==> config.mk <==
export PLATFORM = sky130hd
export DESIGN_NAME = hex_line_tx_flat
export DESIGN_NICKNAME = d
export VERILOG_FILES = /design/src/rtl/hex_line_tx_if.sv /design/src/rtl/hex_line_tx.sv /design/src/flat_wrapper.sv
export SDC_FILE = /design/constraint.sdc
export NUM_CORES = 1
export LEC_CHECK = 0
export ABC_AREA = 1
export CORE_MARGIN = 2
export CORE_UTILIZATION = 51
export DETAILED_ROUTE_END_ITERATION = 12
export GPL_TIMING_DRIVEN = 0
export HOLD_SLACK_MARGIN = 0.05
export PLACE_DENSITY = 0.7
export SYNTH_ARGS = -nofsm -noshare
export SYNTH_HDL_FRONTEND = slang
export SYNTH_SLANG_ARGS = --single-unit
==> constraint.sdc <==
create_clock -name clock -period 4.1 [get_ports clock]
set_clock_uncertainty 0.15 [all_clocks]
set_input_delay 0.615 -clock clock [delete_from_list [all_inputs] [get_ports clock]]
set_output_delay 0.615 -clock clock [all_outputs]
set_load 0.03 [all_outputs]
==> src/rtl/hex_line_tx_if.sv <==
// Bundle of the word-input and byte-output handshakes of hex_line_tx plus its status.
// Latency: none, wires only.
// Backpressure: word_ready / tx_ready are carried here; the interface adds no behaviour.
//
// Ports (master = producer/sink side, slave = hex_line_tx):
//   word_valid, word_data  -> word offered to the transmitter
//   word_ready             <- FIFO has room
//   tx_data, tx_valid      <- ASCII byte towards the console
//   tx_ready               -> console accepts the byte
//   busy, overflow_count   <- status
interface hex_line_tx_if #(
    parameter int WIDTH = 36
);
    logic             word_valid;
    logic [WIDTH-1:0] word_data;
    logic             word_ready;
    logic [7:0]       tx_data;
    logic             tx_valid;
    logic             tx_ready;
    logic             busy;
    logic [7:0]       overflow_count;

    modport master (
        output word_valid, word_data, tx_ready,
        input  word_ready, tx_data, tx_valid, busy, overflow_count
    );

    modport slave (
        input  word_valid, word_data, tx_ready,
        output word_ready, tx_data, tx_valid, busy, overflow_count
    );
endinterface

==> src/rtl/hex_line_tx.sv <==
// Prints buffered words as ASCII hex lines (MSB nibble first, then optional CR and LF).
// Latency: word accepted in cycle 0 shows its first digit on tx_data in cycle 2.
// Backpressure: tx_ready=0 freezes the current byte; a full FIFO drops word_ready and counts ignored offers.
//
// Ports:
//   clock, reset   sole clock; asynchronous active-high reset
//   bus (slave)    word_valid/word_data/word_ready input handshake,
//                  tx_data/tx_valid/tx_ready byte output handshake,
//                  busy and saturating overflow_count status
module hex_line_tx #(
    parameter int WIDTH     = 36,
    parameter int DEPTH     = 4,   // power of 2, at least 2
    parameter int EOL_CRLF  = 1,
    parameter int LOWERCASE = 0
) (
    input logic           clock,
    input logic           reset,
    hex_line_tx_if.slave  bus
);
    localparam int NIB = (WIDTH + 3) / 4;
    localparam int SHW = NIB * 4;
    localparam int AW  = $clog2(DEPTH);
    localparam int CW  = (NIB > 1) ? $clog2(NIB) : 1;

    localparam logic [1:0] ST_IDLE   = 2'd0;
    localparam logic [1:0] ST_DIGITS = 2'd1;
    localparam logic [1:0] ST_CR     = 2'd2;
    localparam logic [1:0] ST_LF     = 2'd3;

    logic [WIDTH-1:0] mem [DEPTH];
    logic [AW-1:0]    wr_ptr;
    logic [AW-1:0]    rd_ptr;
    logic [AW:0]      count;
    logic [7:0]       ovf;
    logic [1:0]       state;
    logic [SHW-1:0]   sh;
    logic [CW-1:0]    cnt;
    logic [7:0]       tx_data_q;
    logic             tx_valid_q;

    logic             full;
    logic             push;
    logic             pop;
    logic [SHW-1:0]   popped;
    logic [SHW-1:0]   sh_shift;
    logic             xfer;

    function automatic logic [7:0] hex_char(input logic [3:0] n);
        if (n < 4'd10)
            return 8'h30 + {4'h0, n};
        else if (LOWERCASE != 0)
            return 8'h57 + {4'h0, n};
        else
            return 8'h37 + {4'h0, n};
    endfunction

    assign full     = (count == (AW + 1)'(DEPTH));
    assign push     = bus.word_valid & ~full;
    // Only an idle FSM may take the head; it then owns the word in sh.
    assign pop      = (state == ST_IDLE) & (count != '0);
    // Zero-extend the stored word to a whole number of nibbles.
    assign popped   = SHW'(mem[rd_ptr]);
    assign sh_shift = sh << 4;
    assign xfer     = tx_valid_q & bus.tx_ready;

    assign bus.word_ready     = ~full;
    assign bus.tx_data        = tx_data_q;
    assign bus.tx_valid       = tx_valid_q;
    assign bus.busy           = (count != '0) | (state != ST_IDLE);
    assign bus.overflow_count = ovf;

    // Storage needs no reset: the pointers decide what is valid.
    always_ff @(posedge clock) begin
        if (push)
            mem[wr_ptr] <= bus.word_data;
    end

    always_ff @(posedge clock or posedge reset) begin
        if (reset) begin
            wr_ptr     <= '0;
            rd_ptr     <= '0;
            count      <= '0;
            ovf        <= '0;
            state      <= ST_IDLE;
            sh         <= '0;
            cnt        <= '0;
            tx_data_q  <= '0;
            tx_valid_q <= 1'b0;
        end else begin
            if (push)
                wr_ptr <= wr_ptr + 1'b1;
            if (pop)
                rd_ptr <= rd_ptr + 1'b1;
            // Simultaneous push and pop leave the occupancy unchanged.
            if (push && !pop)
                count <= count + 1'b1;
            else if (pop && !push)
                count <= count - 1'b1;

            if (bus.word_valid && full && (ovf != 8'hFF))
                ovf <= ovf + 8'd1;

            case (state)
                ST_IDLE: begin
                    if (pop) begin
                        sh         <= popped;
                        tx_data_q  <= hex_char(popped[SHW-1 -: 4]);
                        tx_valid_q <= 1'b1;
                        cnt        <= CW'(NIB - 1);
                        state      <= ST_DIGITS;
                    end
                end
                ST_DIGITS: begin
                    if (xfer) begin
                        if (cnt != '0) begin
                            sh        <= sh_shift;
                            tx_data_q <= hex_char(sh_shift[SHW-1 -: 4]);
                            cnt       <= cnt - 1'b1;
                        end else if (EOL_CRLF != 0) begin
                            tx_data_q <= 8'h0D;
                            state     <= ST_CR;
                        end else begin
                            tx_data_q <= 8'h0A;
                            state     <= ST_LF;
                        end
                    end
                end
                ST_CR: begin
                    if (xfer) begin
                        tx_data_q <= 8'h0A;
                        state     <= ST_LF;
                    end
                end
                default: begin
                    // LF: the line ends; IDLE spends one cycle before the next pop,
                    // which gives the single idle cycle between lines.
                    if (xfer) begin
                        tx_valid_q <= 1'b0;
                        state      <= ST_IDLE;
                    end
                end
            endcase
        end
    end
endmodule

==> src/flat_wrapper.sv <==
// flat-port wrapper written by rule: the top's interface ports become plain ports
module hex_line_tx_flat 
#(
    parameter int WIDTH     = 36,
    parameter int DEPTH     = 4,                            
    parameter int EOL_CRLF  = 1,
    parameter int LOWERCASE = 0
)
  (clock, reset, bus_word_valid, bus_word_data, bus_tx_ready, bus_word_ready, bus_tx_data, bus_tx_valid, bus_busy, bus_overflow_count);
  hex_line_tx_if #(.WIDTH(WIDTH)) bus_i ();
  input logic clock;
  input logic reset;
  input wire logic [$bits(bus_i.word_valid)-1:0] bus_word_valid;
  input wire logic [$bits(bus_i.word_data)-1:0] bus_word_data;
  input wire logic [$bits(bus_i.tx_ready)-1:0] bus_tx_ready;
  output wire logic [$bits(bus_i.word_ready)-1:0] bus_word_ready;
  output wire logic [$bits(bus_i.tx_data)-1:0] bus_tx_data;
  output wire logic [$bits(bus_i.tx_valid)-1:0] bus_tx_valid;
  output wire logic [$bits(bus_i.busy)-1:0] bus_busy;
  output wire logic [$bits(bus_i.overflow_count)-1:0] bus_overflow_count;
  assign bus_i.word_valid = bus_word_valid;
  assign bus_i.word_data = bus_word_data;
  assign bus_i.tx_ready = bus_tx_ready;
  assign bus_word_ready = bus_i.word_ready;
  assign bus_tx_data = bus_i.tx_data;
  assign bus_tx_valid = bus_i.tx_valid;
  assign bus_busy = bus_i.busy;
  assign bus_overflow_count = bus_i.overflow_count;
  hex_line_tx #(.WIDTH(WIDTH), .DEPTH(DEPTH), .EOL_CRLF(EOL_CRLF), .LOWERCASE(LOWERCASE)) u_core (.clock(clock), .reset(reset), .bus(bus_i));
endmodule
=== Yosys cells after proc, flatten, opt, wreduce, memory -nomap -nowiden ===
Memory sizes are Yosys's and may differ from the RTL's.
Index checks and enable logic that the tools add are counted.
W data, S select, Z words.

* Bits in registers: 62
* Memories kept: 1
* Memory bits (writable): 144
* Input port bits: 40

{| class="wikitable"
|+ Memory list
! name !! depth !! width !! rd ports !! clocked after Yosys merged registers in !! wr ports !! line !! source
|-
| u_core.mem || 4 || 36 || 1 || 0 || 1 || hex_line_tx.sv:30 || <nowiki>logic [WIDTH-1:0] mem [DEPTH];</nowiki>
|}

* Add/subtract/negate cells: 10
* Muxes and demuxes: 28
* Reductions and logical operators: 19
* Bitwise gates (word level): 6
* Magnitude comparators: 2
* Equality and inequality tests: 9

{| class="wikitable"
|+ Operator list
! kind !! number
|-
| $mux W32 || 3
|-
| $pmux W32 S2 || 1
|-
| $mux W8 || 6
|-
| $add A6 B4 Y7 const A || 4
|-
| $pmux W8 S3 || 1
|-
| $mux W4 || 3
|-
| $mux W2 || 5
|-
| $add A8 B1 Y8 const B || 1
|-
| $lt A4 B4 Y1 const B || 2
|-
| $ne A2 B1 Y1 const B || 4
|-
| $ne A8 B8 Y1 const B || 1
|-
| $pmux W4 S2 || 1
|-
| $reduce_and A4 Y1 || 2
|-
| $reduce_bool A2 Y1 || 4
|-
| $mux W3 || 2
|-
| $pmux W2 S3 || 1
|-
| $reduce_bool A3 Y1 || 2
|-
| $reduce_and A5 Y1 || 1
|-
| $add A2 B1 Y2 const B || 2
|-
| $logic_and A1 B1 Y1 || 4
|-
| $mux W1 || 4
|-
| $reduce_bool A4 Y1 || 1
|-
| $sub A4 B1 Y4 const B || 1
|-
| $add A3 B1 Y3 const B || 1
|-
| other kinds (13) || 17
|}

=== Depth between registers and ports, before layout ===
Gate-level depths: netlist of the first run.

* Word-level depth: 7
* Mapped depth: 13
* Depth with buffers taken out: 11

=== Worst setup path before layout of the first run ===
OpenSTA, ideal clock, no wires.

* Path kind: register -> register
* From: register u_core.count[0]
* To: memory u_core.mem[0][0], enable pin
* Setup slack: 0.974 ns
* Arrival: 2.547 ns
* Stages on the path, launching flop included: 5
* Clock period less this slack: 3.126 ns
* Library setup time: 0.429 ns
* Cells stage by stage: dfrtp_1 -> inv_1 -> nand3_1 -> nand2_1 -> nor2_1

* Longest elaborated chain between the ends: 5

{| class="wikitable"
|+ Ends and longest elaborated chain
! element !! line !! source
|-
| start: declaration || hex_line_tx.sv:33 || <nowiki>logic [AW:0] count;</nowiki>
|-
| start signal: assignment || hex_line_tx.sv:96 || <nowiki>count <= count + 1'b1;</nowiki>
|-
| start signal: assignment || hex_line_tx.sv:98 || <nowiki>count <= count - 1'b1;</nowiki>
|-
| $eq A3 B3 Y1 || hex_line_tx.sv:57 || <nowiki>assign full = (count == (AW + 1)'(DEPTH));</nowiki>
|-
| $not A1 Y1 || n/a ||
|-
| net bus_word_ready || flat_wrapper.sv:16 || <nowiki>output wire logic [$bits(bus_i.word_ready)-1:0] bus_word_ready;</nowiki>
|-
| $and A1 B1 Y1 || hex_line_tx.sv:58 || <nowiki>assign push = bus.word_valid & ~full;</nowiki>
|-
| $mux W1 || hex_line_tx.sv:74 || <nowiki>if (push)</nowiki>
|-
| $mux W1 (not written as such) || hex_line_tx.sv:75 || <nowiki>mem[wr_ptr] <= bus.word_data;</nowiki>
|-
| end: declaration || hex_line_tx.sv:30 ||
|}

The timed path passes the listed nets, and every way through them passes these cells.

=== Worst setup path after layout of the first run ===
* From: register u_core.state[0]
* To: output bus_busy

* Longest elaborated chain between the ends: 2

{| class="wikitable"
|+ Ends and longest elaborated chain
! element !! line !! source
|-
| start: declaration || hex_line_tx.sv:35 || <nowiki>logic [1:0] state;</nowiki>
|-
| start signal: assignment || hex_line_tx.sv:84 || <nowiki>state <= ST_IDLE;</nowiki>
|-
| start signal: assignment || hex_line_tx.sv:110 || <nowiki>state <= ST_DIGITS;</nowiki>
|-
| start signal: assignment || hex_line_tx.sv:121 || <nowiki>state <= ST_CR;</nowiki>
|-
| $reduce_bool A2 Y1 || hex_line_tx.sv:69 || <nowiki>assign bus.busy = (count != '0) | (state != ST_IDLE);</nowiki>
|-
| $or A1 B1 Y1 || hex_line_tx.sv:69 ||
|-
| end: declaration || flat_wrapper.sv:19 || <nowiki>output wire logic [$bits(bus_i.busy)-1:0] bus_busy;</nowiki>
|}

Every way passes these cells.

==> results of run 1 <==
[where the power goes]
group	total (mW)	internal [mW]	switching, mW
clock	2.00	1.21	0.790
combinational	3.67	1.30	2.37
sequential	3.13	2.85	0.279
[critical path, cell delays in order (launching register included)]
cell and delay (ns):
dfrtp_1 0.42, inv_1 0.11, ha_1 0.35, nand4_4 0.16, clkdlybuf4s50_1 0.62
[kinds of logic (layout without fill, tap and decap cells)]
logic type | count (synthesis) | count (layout) | synth area share (%)
other | 1 | 1 | 0.0429
and+or+nand+nor | 260 | 260 | 12.8
AOI/OAI and AO/OA | 187 | 187 | 12.1
adders and majority gates | 15 | 15 | 2.23
buffers and inverters | 85 | 187 | 4.87
xor gates and xnor gates | 11 | 11 | 1.10
DFF | 205 | 205 | 66.9
[registers in the layout, summed over array words and instances, names as in the netlist]
| signal | count |
|---|---|
| u_core.count | 3 |
| u_core.sh | 32 |
| u_core.cnt | 4 |
| u_core.state | 2 |
| u_core.rd_ptr | 2 |
| u_core.mem | 144 |
| u_core.bus.overflow_count | 8 |
| u_core.bus.tx_valid | 1 |
| u_core.bus.tx_data | 7 |
| u_core.wr_ptr | 2 |
[stage by stage]
step	hold WS, ns	setup TNS (ns)	worst slack, ns	util (%)
2_1_floorplan	0.301	0	0.974	-
3_3_place_gp	0.314	-102.38	-0.754	57.6
3_5_place_dp	0.325	0	1.17	58.5
4_1_cts	0.297	0	1.16	62.9
5_1_grt	0.325	0	1.10	62.9
6_report	0.286	0	1.19	62.9
[synthesized netlist by cell type (3+ instances only)]
master	n	share of area [%]
a21oi_1	12	0.69
a32o_1	4	0.46
buf_2	12	0.69
buf_4	5	0.43
buf_6	9	1.2
clkbuf_1	7	0.30
dfrtp_1	61	17
edfxtp_1	144	49
ha_1	14	2.0
inv_1	42	1.8
inv_2	6	0.26
nand2_1	113	4.9
nand2_2	5	0.36
nand3_1	21	1.2
nand4_1	6	0.43
nor2_1	106	4.6
o211ai_1	3	0.26
o21ai_0	89	5.1
o21ai_1	32	1.8
o21ai_2	9	0.90
o22ai_1	32	2.3
xor2_1	9	0.90
[metal layers]
| layer | global-route usage (%) | vias up | wire length, µm |
|---|---|---|---|
| met1 | 29.4 | 2961 | 8460 |
| met4 | 4.15 | 0 | 219 |
| met2 | 38.4 | 144 | 9850 |
| met3 | 2.85 | 27 | 929 |
| li1 | - | 2845 | - |
| met5 | 0 | - | 0 |
[cell type report]
cell class	count	area, µm²
Inverter	49	186
Sequential cell	205	5850
Fill cell	1282	6170
Timing Repair Buffer	62	686
Tap cell	220	275
Multi-Input combinational cell	474	2500
Clock inverter	13	150
Buffer	36	239
Clock buffer	27	589
[path summary, 6_finish.rpt]
kind | startpoint | end | cells after the start
min | reset | u_core.bus.tx_data[2] | 2
max | u_core.state[0] | bus_busy | 4
max in group asynchronous | reset | u_core.sh[22] | 3
min reg2reg | u_core.sh[24] | u_core.sh[24] | 2
min in group clock | u_core.sh[24] | u_core.sh[24] | 2
max reg2reg | u_core.count[0] | u_core.count[2] | 10
==> run summary, run 1 <==
final setup violation count -> 0
Max Root-Sink Buffers -> 3
Rows -> 47
Layout Nets -> 905
count of state elements after synthesis -> 205
drt drc -> 0
gr usage total -> 21.8%
layout cells sized above 1 -> 11.7%
Syn Area/Cell -> 11.4 µm²
WL final -> 19.5 mm
worst slew pin tran -> 0.787 ns
Hold Path Class -> input pin to async pin
starting DRC count in detailed routing -> 523
Fin. Hold Viols -> 0
post-cts sizing count -> 0
clk root buf -> clkbuf_16
CTS Buf Count -> 22
number of max-cap violations -> 0
Die Area -> 18200 µm²
status -> finished, final reports clean
TritonCTS clock tree -> yes
global-route wire length before repair -> 31.2 mm
R2R setup slack -> 1.61 ns
pwr/cell area -> 841 nW/µm²
Post-CTS Setup Bufs -> 0
Distinct cells, synth -> 40
crit path time final -> 2.91 ns
Sink Count -> 205
Slew headroom -> 47.4%
CP Class -> register to output pin
Syn-to-layout area delta -> 19.8%
Critical Path RT -> 3.34 ns
Final Max Slew Viols -> 0
I/O Buffers -> 57
1st-pass router iterations -> 5
number of synthesized flops with an enable pin -> 144
Crit. End Element -> output pin
Pleak -> 4.06 nW
Ys Warns -> 0
antenna cells -> 0
Vert. Die Dim -> 135 µm
Detailed Place HPWL -> 13.3 mm
sequential fraction of the synthesis area -> 66.9%
Synth async-reset ratio -> 29.8%
post-route cell area -> 10500 µm²
largest net degree at the start of global routing -> 45
synthesized area -> 8740 µm²
initial core utilization -> 52.5%
overall power -> 8.81 mW
vias per cell -> 5.50
crit path launch type -> register
Wirelength per Cell -> 17.9 µm
clk slew on worst S/H paths -> 0.06 ns
number of I/O pins -> 59
Fmax -> 344 MHz
Inst Count DP -> 1046
Post-Syn Instances -> 764
H-Tree Depth -> 1
Final ANT Viol Nets -> 0
Placed Area -> 9730 µm²
unrepaired setup endpoints after global routing -> false
antenna violations before repair -> 0
GP Congestion -> 0.920
vias in the first global route -> 5981
Finished Layout Cells -> 1086
worst endpoint data arrival time -> 2.15 ns
commonest non-fill, non-tap cell in the layout -> edfxtp_1
period utilization -> 71.0%
Main synth FF type -> edfxtp_1
Core Box Area -> 16600 µm²
Post-Syn Nets -> 819
most frequent cells in the layout -> edfxtp_1 (144), nand2_1 (113), nor2_1 (102)
Die X-Extent -> 135 µm
Hold-fix buffers, CTS -> 0
peak supply drop -> 375 µV
Vias -> 5977
crit-path max FO -> 6
Clock Latency Late Sink -> 0.50 ns
GR Overflow Total -> 0
Power figures use the tool's default switching activity.
==> inputs of run 2 (changes only) <==
--- a/config.mk
+++ b/config.mk
@@ -11,7 +11,7 @@
 export DETAILED_ROUTE_END_ITERATION = 12
 export GPL_TIMING_DRIVEN = 0
 export HOLD_SLACK_MARGIN = 0.05
-export PLACE_DENSITY = 0.7
+export PLACE_DENSITY = 0.73
 export SYNTH_ARGS = -nofsm -noshare
 export SYNTH_HDL_FRONTEND = slang
 export SYNTH_SLANG_ARGS = --single-unit
==> constraint.sdc (replaced) <==
create_clock -name clock -period 2.66 [get_ports clock]
set_clock_uncertainty 0.15 [all_clocks]
set_input_delay 0.399 -clock clock [delete_from_list [all_inputs] [get_ports clock]]
set_output_delay 0.399 -clock clock [all_outputs]
set_load 0.03 [all_outputs]
==> run summary, run 2 (synthesis gave the netlist of run 1 again) <==
status -> finished, final reports clean
Hold Path Class -> input pin to async pin
period utilization -> 92.9%
Wirelength per Cell -> 17.3 µm
Critical Path RT -> 2.11 ns
vias in the first global route -> 5751
final setup violation count -> 0
clock share of power -> 22.4%
max reg flops -> 144
WL final -> 18.8 mm
CP Class -> register to output pin
unrepaired setup endpoints after global routing -> false
1st-pass router iterations -> 5
antenna violations before repair -> 0
Final Max Slew Viols -> 0
Crit. End Element -> output pin
Gate power share -> 42.1%
worst slew pin tran -> 0.718 ns
overall power -> 13.5 mW
vias per cell -> 5.41
Fill cells -> 1303
pwr/cell area -> 1290 nW/µm²
clk slew on worst S/H paths -> 0.06 ns
worst endpoint data arrival time -> 1.92 ns
TritonCTS clock tree -> yes
commonest non-fill, non-tap cell in the layout -> edfxtp_1
GP Congestion -> 0.844
Hold-fix buffers, CTS -> 0
Rows -> 47
crit path launch type -> register
initial core utilization -> 52.5%
number of I/O pins -> 59
Die X-Extent -> 135 µm
peak supply drop -> 698 µV
drt drc -> 0
Fin. Hold Viols -> 0
Clock Latency Late Sink -> 0.51 ns
antenna cells -> 0
most frequent cells in the layout -> edfxtp_1 (144), nand2_1 (113), nor2_1 (102)
crit-path max FO -> 6
Layout Nets -> 905
Max Root-Sink Buffers -> 3
clk root buf -> clkbuf_16
post-cts sizing count -> 1
Final WS setup -> 0.189 ns
GR Overflow Total -> 0
R2R setup slack -> 0.22 ns
gr usage total -> 21.2%
Switching Share -> 39.2%
starting DRC count in detailed routing -> 502
Vert. Die Dim -> 135 µm
largest net degree at the start of global routing -> 39
H-Tree Depth -> 1
Fmax -> 405 MHz
Vias -> 5865
P_int -> 8.22 mW
global-route wire length before repair -> 30.1 mm
Sink Count -> 205
I/O Buffers -> 57
Core Box Area -> 16600 µm²
Detailed Place HPWL -> 12.3 mm
number of max-cap violations -> 0
sequential cell fraction of total power -> 35.5%
post-place setup slack -> 0.0350 ns
multi-input logic area -> 2500 µm²
crit path time final -> 2.47 ns
Post-CTS Setup Bufs -> 0
net switching power -> 5.30 mW
register area -> 5850 µm²
layout cells sized above 1 -> 11.3%
Biggest register -> u_core.mem
Final ANT Viol Nets -> 0
CTS Buf Count -> 22
Pleak -> 4.03 nW
Die Area -> 18200 µm²
Syn-to-layout area delta -> 19.5%
Slew headroom -> 52.1%
run 2: final timing paths:
path,end,start,cells past startpoint
worst max-delay path,bus_busy,u_core.state[0],4
worst min-delay path,u_core.wr_ptr[1],reset,2
worst max register to register,u_core.count[2],u_core.count[0],10
worst min register to register,u_core.sh[0],u_core.sh[0],2
max in group asynchronous,u_core.sh[3],reset,3
min in group clock,u_core.sh[0],u_core.sh[0],2
run 2: per-stage QoR:
step	util (%)	std cells	instance area, µm²	setup TNS (ns)	hold WS, ns
floorplan	-	764	8740	-67.13	0.301
global placement	57.6	1041	9590	-290.80	0.316
detailed placement	58.4	1046	9730	0	0.318
CTS	62.8	1085	10400	0	0.128
global route	62.8	1085	10400	0	0.169
finish	62.8	1085	10400	0	0.109
run 2: worst max-delay path, stage by stage, from the launching register on:
cell           delay [ns]
dfrtp_1              0.42
inv_1                0.10
ha_1                 0.34
nand4_4              0.18
dlygate4sd2_1        0.39
run 2: power groups by stage:
stage	Sequential, mW	Clock (mW)	Combinational (mW)
floorplan	4.97	0	3.75
global placement	4.88	0	5.39
detailed placement	4.85	0	5.66
CTS	4.80	3.07	5.69
global route	4.89	3.19	6.31
finish	4.80	3.03	5.69
run 2: area by class of cell:
cell class	instances	area share (%)
well taps	220	2.63
clock inverters	13	1.52
plain buffers	36	2.29
repair buffers	62	6.48
flip-flops and latches	205	56.0
inverters	49	1.78
multi-input cells	474	23.9
clock buffers	26	5.41
run 2: routing by layer:
metal	up-vias	GRT usage (%)	routed length (µm)
met2	137	36.1	9130
met1	2859	29.2	8380
met3	29	3.04	892
li1	2840	-	-
met4	0	4.62	364
met5	-	0	0
==> inputs of run 3 (changes only) <==
--- a/config.mk
+++ b/config.mk
@@ -12,6 +12,8 @@
 export GPL_TIMING_DRIVEN = 0
 export HOLD_SLACK_MARGIN = 0.05
 export PLACE_DENSITY = 0.73
+export SLEW_MARGIN = 20
 export SYNTH_ARGS = -nofsm -noshare
 export SYNTH_HDL_FRONTEND = slang
 export SYNTH_SLANG_ARGS = --single-unit
+export TNS_END_PERCENT = 20
==> run summary, run 3 (synthesis gave the netlist of run 1 again) <==
WL final -> 18.8 mm
worst slew pin tran -> 0.745 ns
GR Overflow Total -> 0
GR Util met3 -> 3.08%
pwr/cell area -> 1270 nW/µm²
crit-path max FO -> 6
period utilization -> 92.0%
H-Tree Depth -> 1
Vert. Die Dim -> 135 µm
initial core utilization -> 52.5%
Crit-path slowest cell -> dfrtp_1
crit path launch type -> register
GR Util met1 -> 29.6%
Syn-to-layout area delta -> 19.1%
antenna cells -> 0
number of max-cap violations -> 0
drt drc -> 0
global-route wire length before repair -> 29.8 mm
GP Congestion -> 0.844
Layout Nets -> 905
gr usage total -> 21.1%
Hold Path Class -> input pin to async pin
Final Max Slew Viols -> 0
crit path time final -> 2.45 ns
Placed Area -> 9760 µm²
vias in the first global route -> 5663
layer with the highest usage -> met2
clk slew on worst S/H paths -> 0.06 ns
antenna violations before repair -> 0
Die X-Extent -> 135 µm
Critical Path RT -> 2.88 ns
starting DRC count in detailed routing -> 513
Clock Latency Late Sink -> 0.50 ns
1st-pass router iterations -> 4
Rows -> 47
clk root buf -> clkbuf_16
most frequent cells in the layout -> edfxtp_1 (144), nand2_1 (113), nor2_1 (102)
post-route cell area -> 10400 µm²
I/O Buffers -> 57
commonest non-fill, non-tap cell in the layout -> edfxtp_1
CP Buf/Inv Count -> 3
worst r2r src -> u_core.count[1]
CP Class -> register to register
Crit Reg-Reg Endpoint -> u_core.count[2]
unrepaired setup endpoints after global routing -> false
cell repeated most along the worst path -> inv_1
vias per cell -> 5.47
crit path from -> u_core.count[1]
Core Box Area -> 16600 µm²
Final ANT Viol Nets -> 0
CP delay by family, top -> adder cells
status -> finished, final reports clean
max reg flops -> 144
Sink Count -> 205
CP peak stage delay -> 0.39 ns
largest net degree at the start of global routing -> 39
Finished Core Util -> 62.5%
Detailed Place HPWL -> 12.5 mm
critical path capture point -> u_core.count[2]
worst endpoint data arrival time -> 2.66 ns
layout cells sized above 1 -> 11.3%
Vias -> 5932
Biggest register -> u_core.mem
Fmax -> 408 MHz
Crit. End Element -> register
Fin. Hold Viols -> 0
final setup violation count -> 0
GR Layer Usage met2 -> 34.9%
Hold-fix buffers, CTS -> 0
Finished Layout Cells -> 1085
crit-path cells -> inv_1, nand3_1, nand2_1, inv_1, ha_1, inv_1, fa_1, a21oi_1, o21ai_0, xor2_1
number of I/O pins -> 59
Die Area -> 18200 µm²
Levels on crit path -> 10
R2R depth -> 10
Slew headroom -> 50.2%
Max Root-Sink Buffers -> 3
CTS Buf Count -> 21
TritonCTS clock tree -> yes
Pleak -> 4.02 nW
Wirelength per Cell -> 17.3 µm
peak supply drop -> 703 µV
Inst Count DP -> 1047
R2R setup slack -> 0.21 ns
==> run 3: cell count changes in the layout (fill, tap and decap cells not counted), sizes merged <==
cell and change:
bufinv -3, clkbuf +2, buf +1, clkinvlp -1, inv +1
==> run 3: what timing repair did <==
item	in CTS	in global routing
hold endpoints to repair	0	0
gates resized for setup	1	0
endpoints found under the setup margin	1	0
setup buffers	0	0
==> run 3: routing by layer <==
metal  part of all wire (%)  up-vias
li1                       -     2839
met1                     45     2915
met2                     48      151
met3                    4.7       27
met4                    2.0        0
met5                      0        -
==> run 3: final cells by class <==
cell class                      instances  area [µm²]
Clock buffer                           28         592
Fill cell                            1296        6230
Timing Repair Buffer                   63         712
Clock inverter                         10        55.1
Sequential cell                       205        5850
Buffer                                 36         239
Inverter                               49         189
Multi-Input combinational cell        474        2500
Tap cell                              220         275
==> run 3: how the worst min path moves through the flow <==
| stage | from | endpoint | cells past startpoint |
|---|---|---|---|
| global placement | u_core.cnt[3] | u_core.cnt[3] | 2 |
| finish | reset | u_core.wr_ptr[1] | 2 |
| floorplan | u_core.cnt[3] | u_core.cnt[3] | 2 |
| global route | reset | u_core.wr_ptr[1] | 2 |
| CTS | reset | u_core.wr_ptr[1] | 2 |
| detailed placement | u_core.sh[0] | u_core.sh[0] | 2 |
==> run 3: power by group <==
part | internal [mW] | leakage [nW] | switching [mW] | total [mW]
Sequential | 4.40 | 2.07 | 0.404 | 4.80
Combinational | 2.02 | 1.63 | 3.70 | 5.73
Clock | 1.57 | 0.318 | 1.17 | 2.73
==> run 3: per-stage QoR <==
stage | TNS [ns] | power, mW | hold slack (ns) | setup slack [ns]
CTS | 0 | 13.3 | 0.0830 | 0.215
floorplan | -67.13 | 8.72 | 0.301 | -0.466
finish | 0 | 13.3 | 0.0717 | 0.212
global route | 0 | 14.1 | 0.112 | 0.0350
detailed placement | 0 | 10.6 | 0.318 | 0.0334
global placement | -290.80 | 10.3 | 0.316 | -1.81
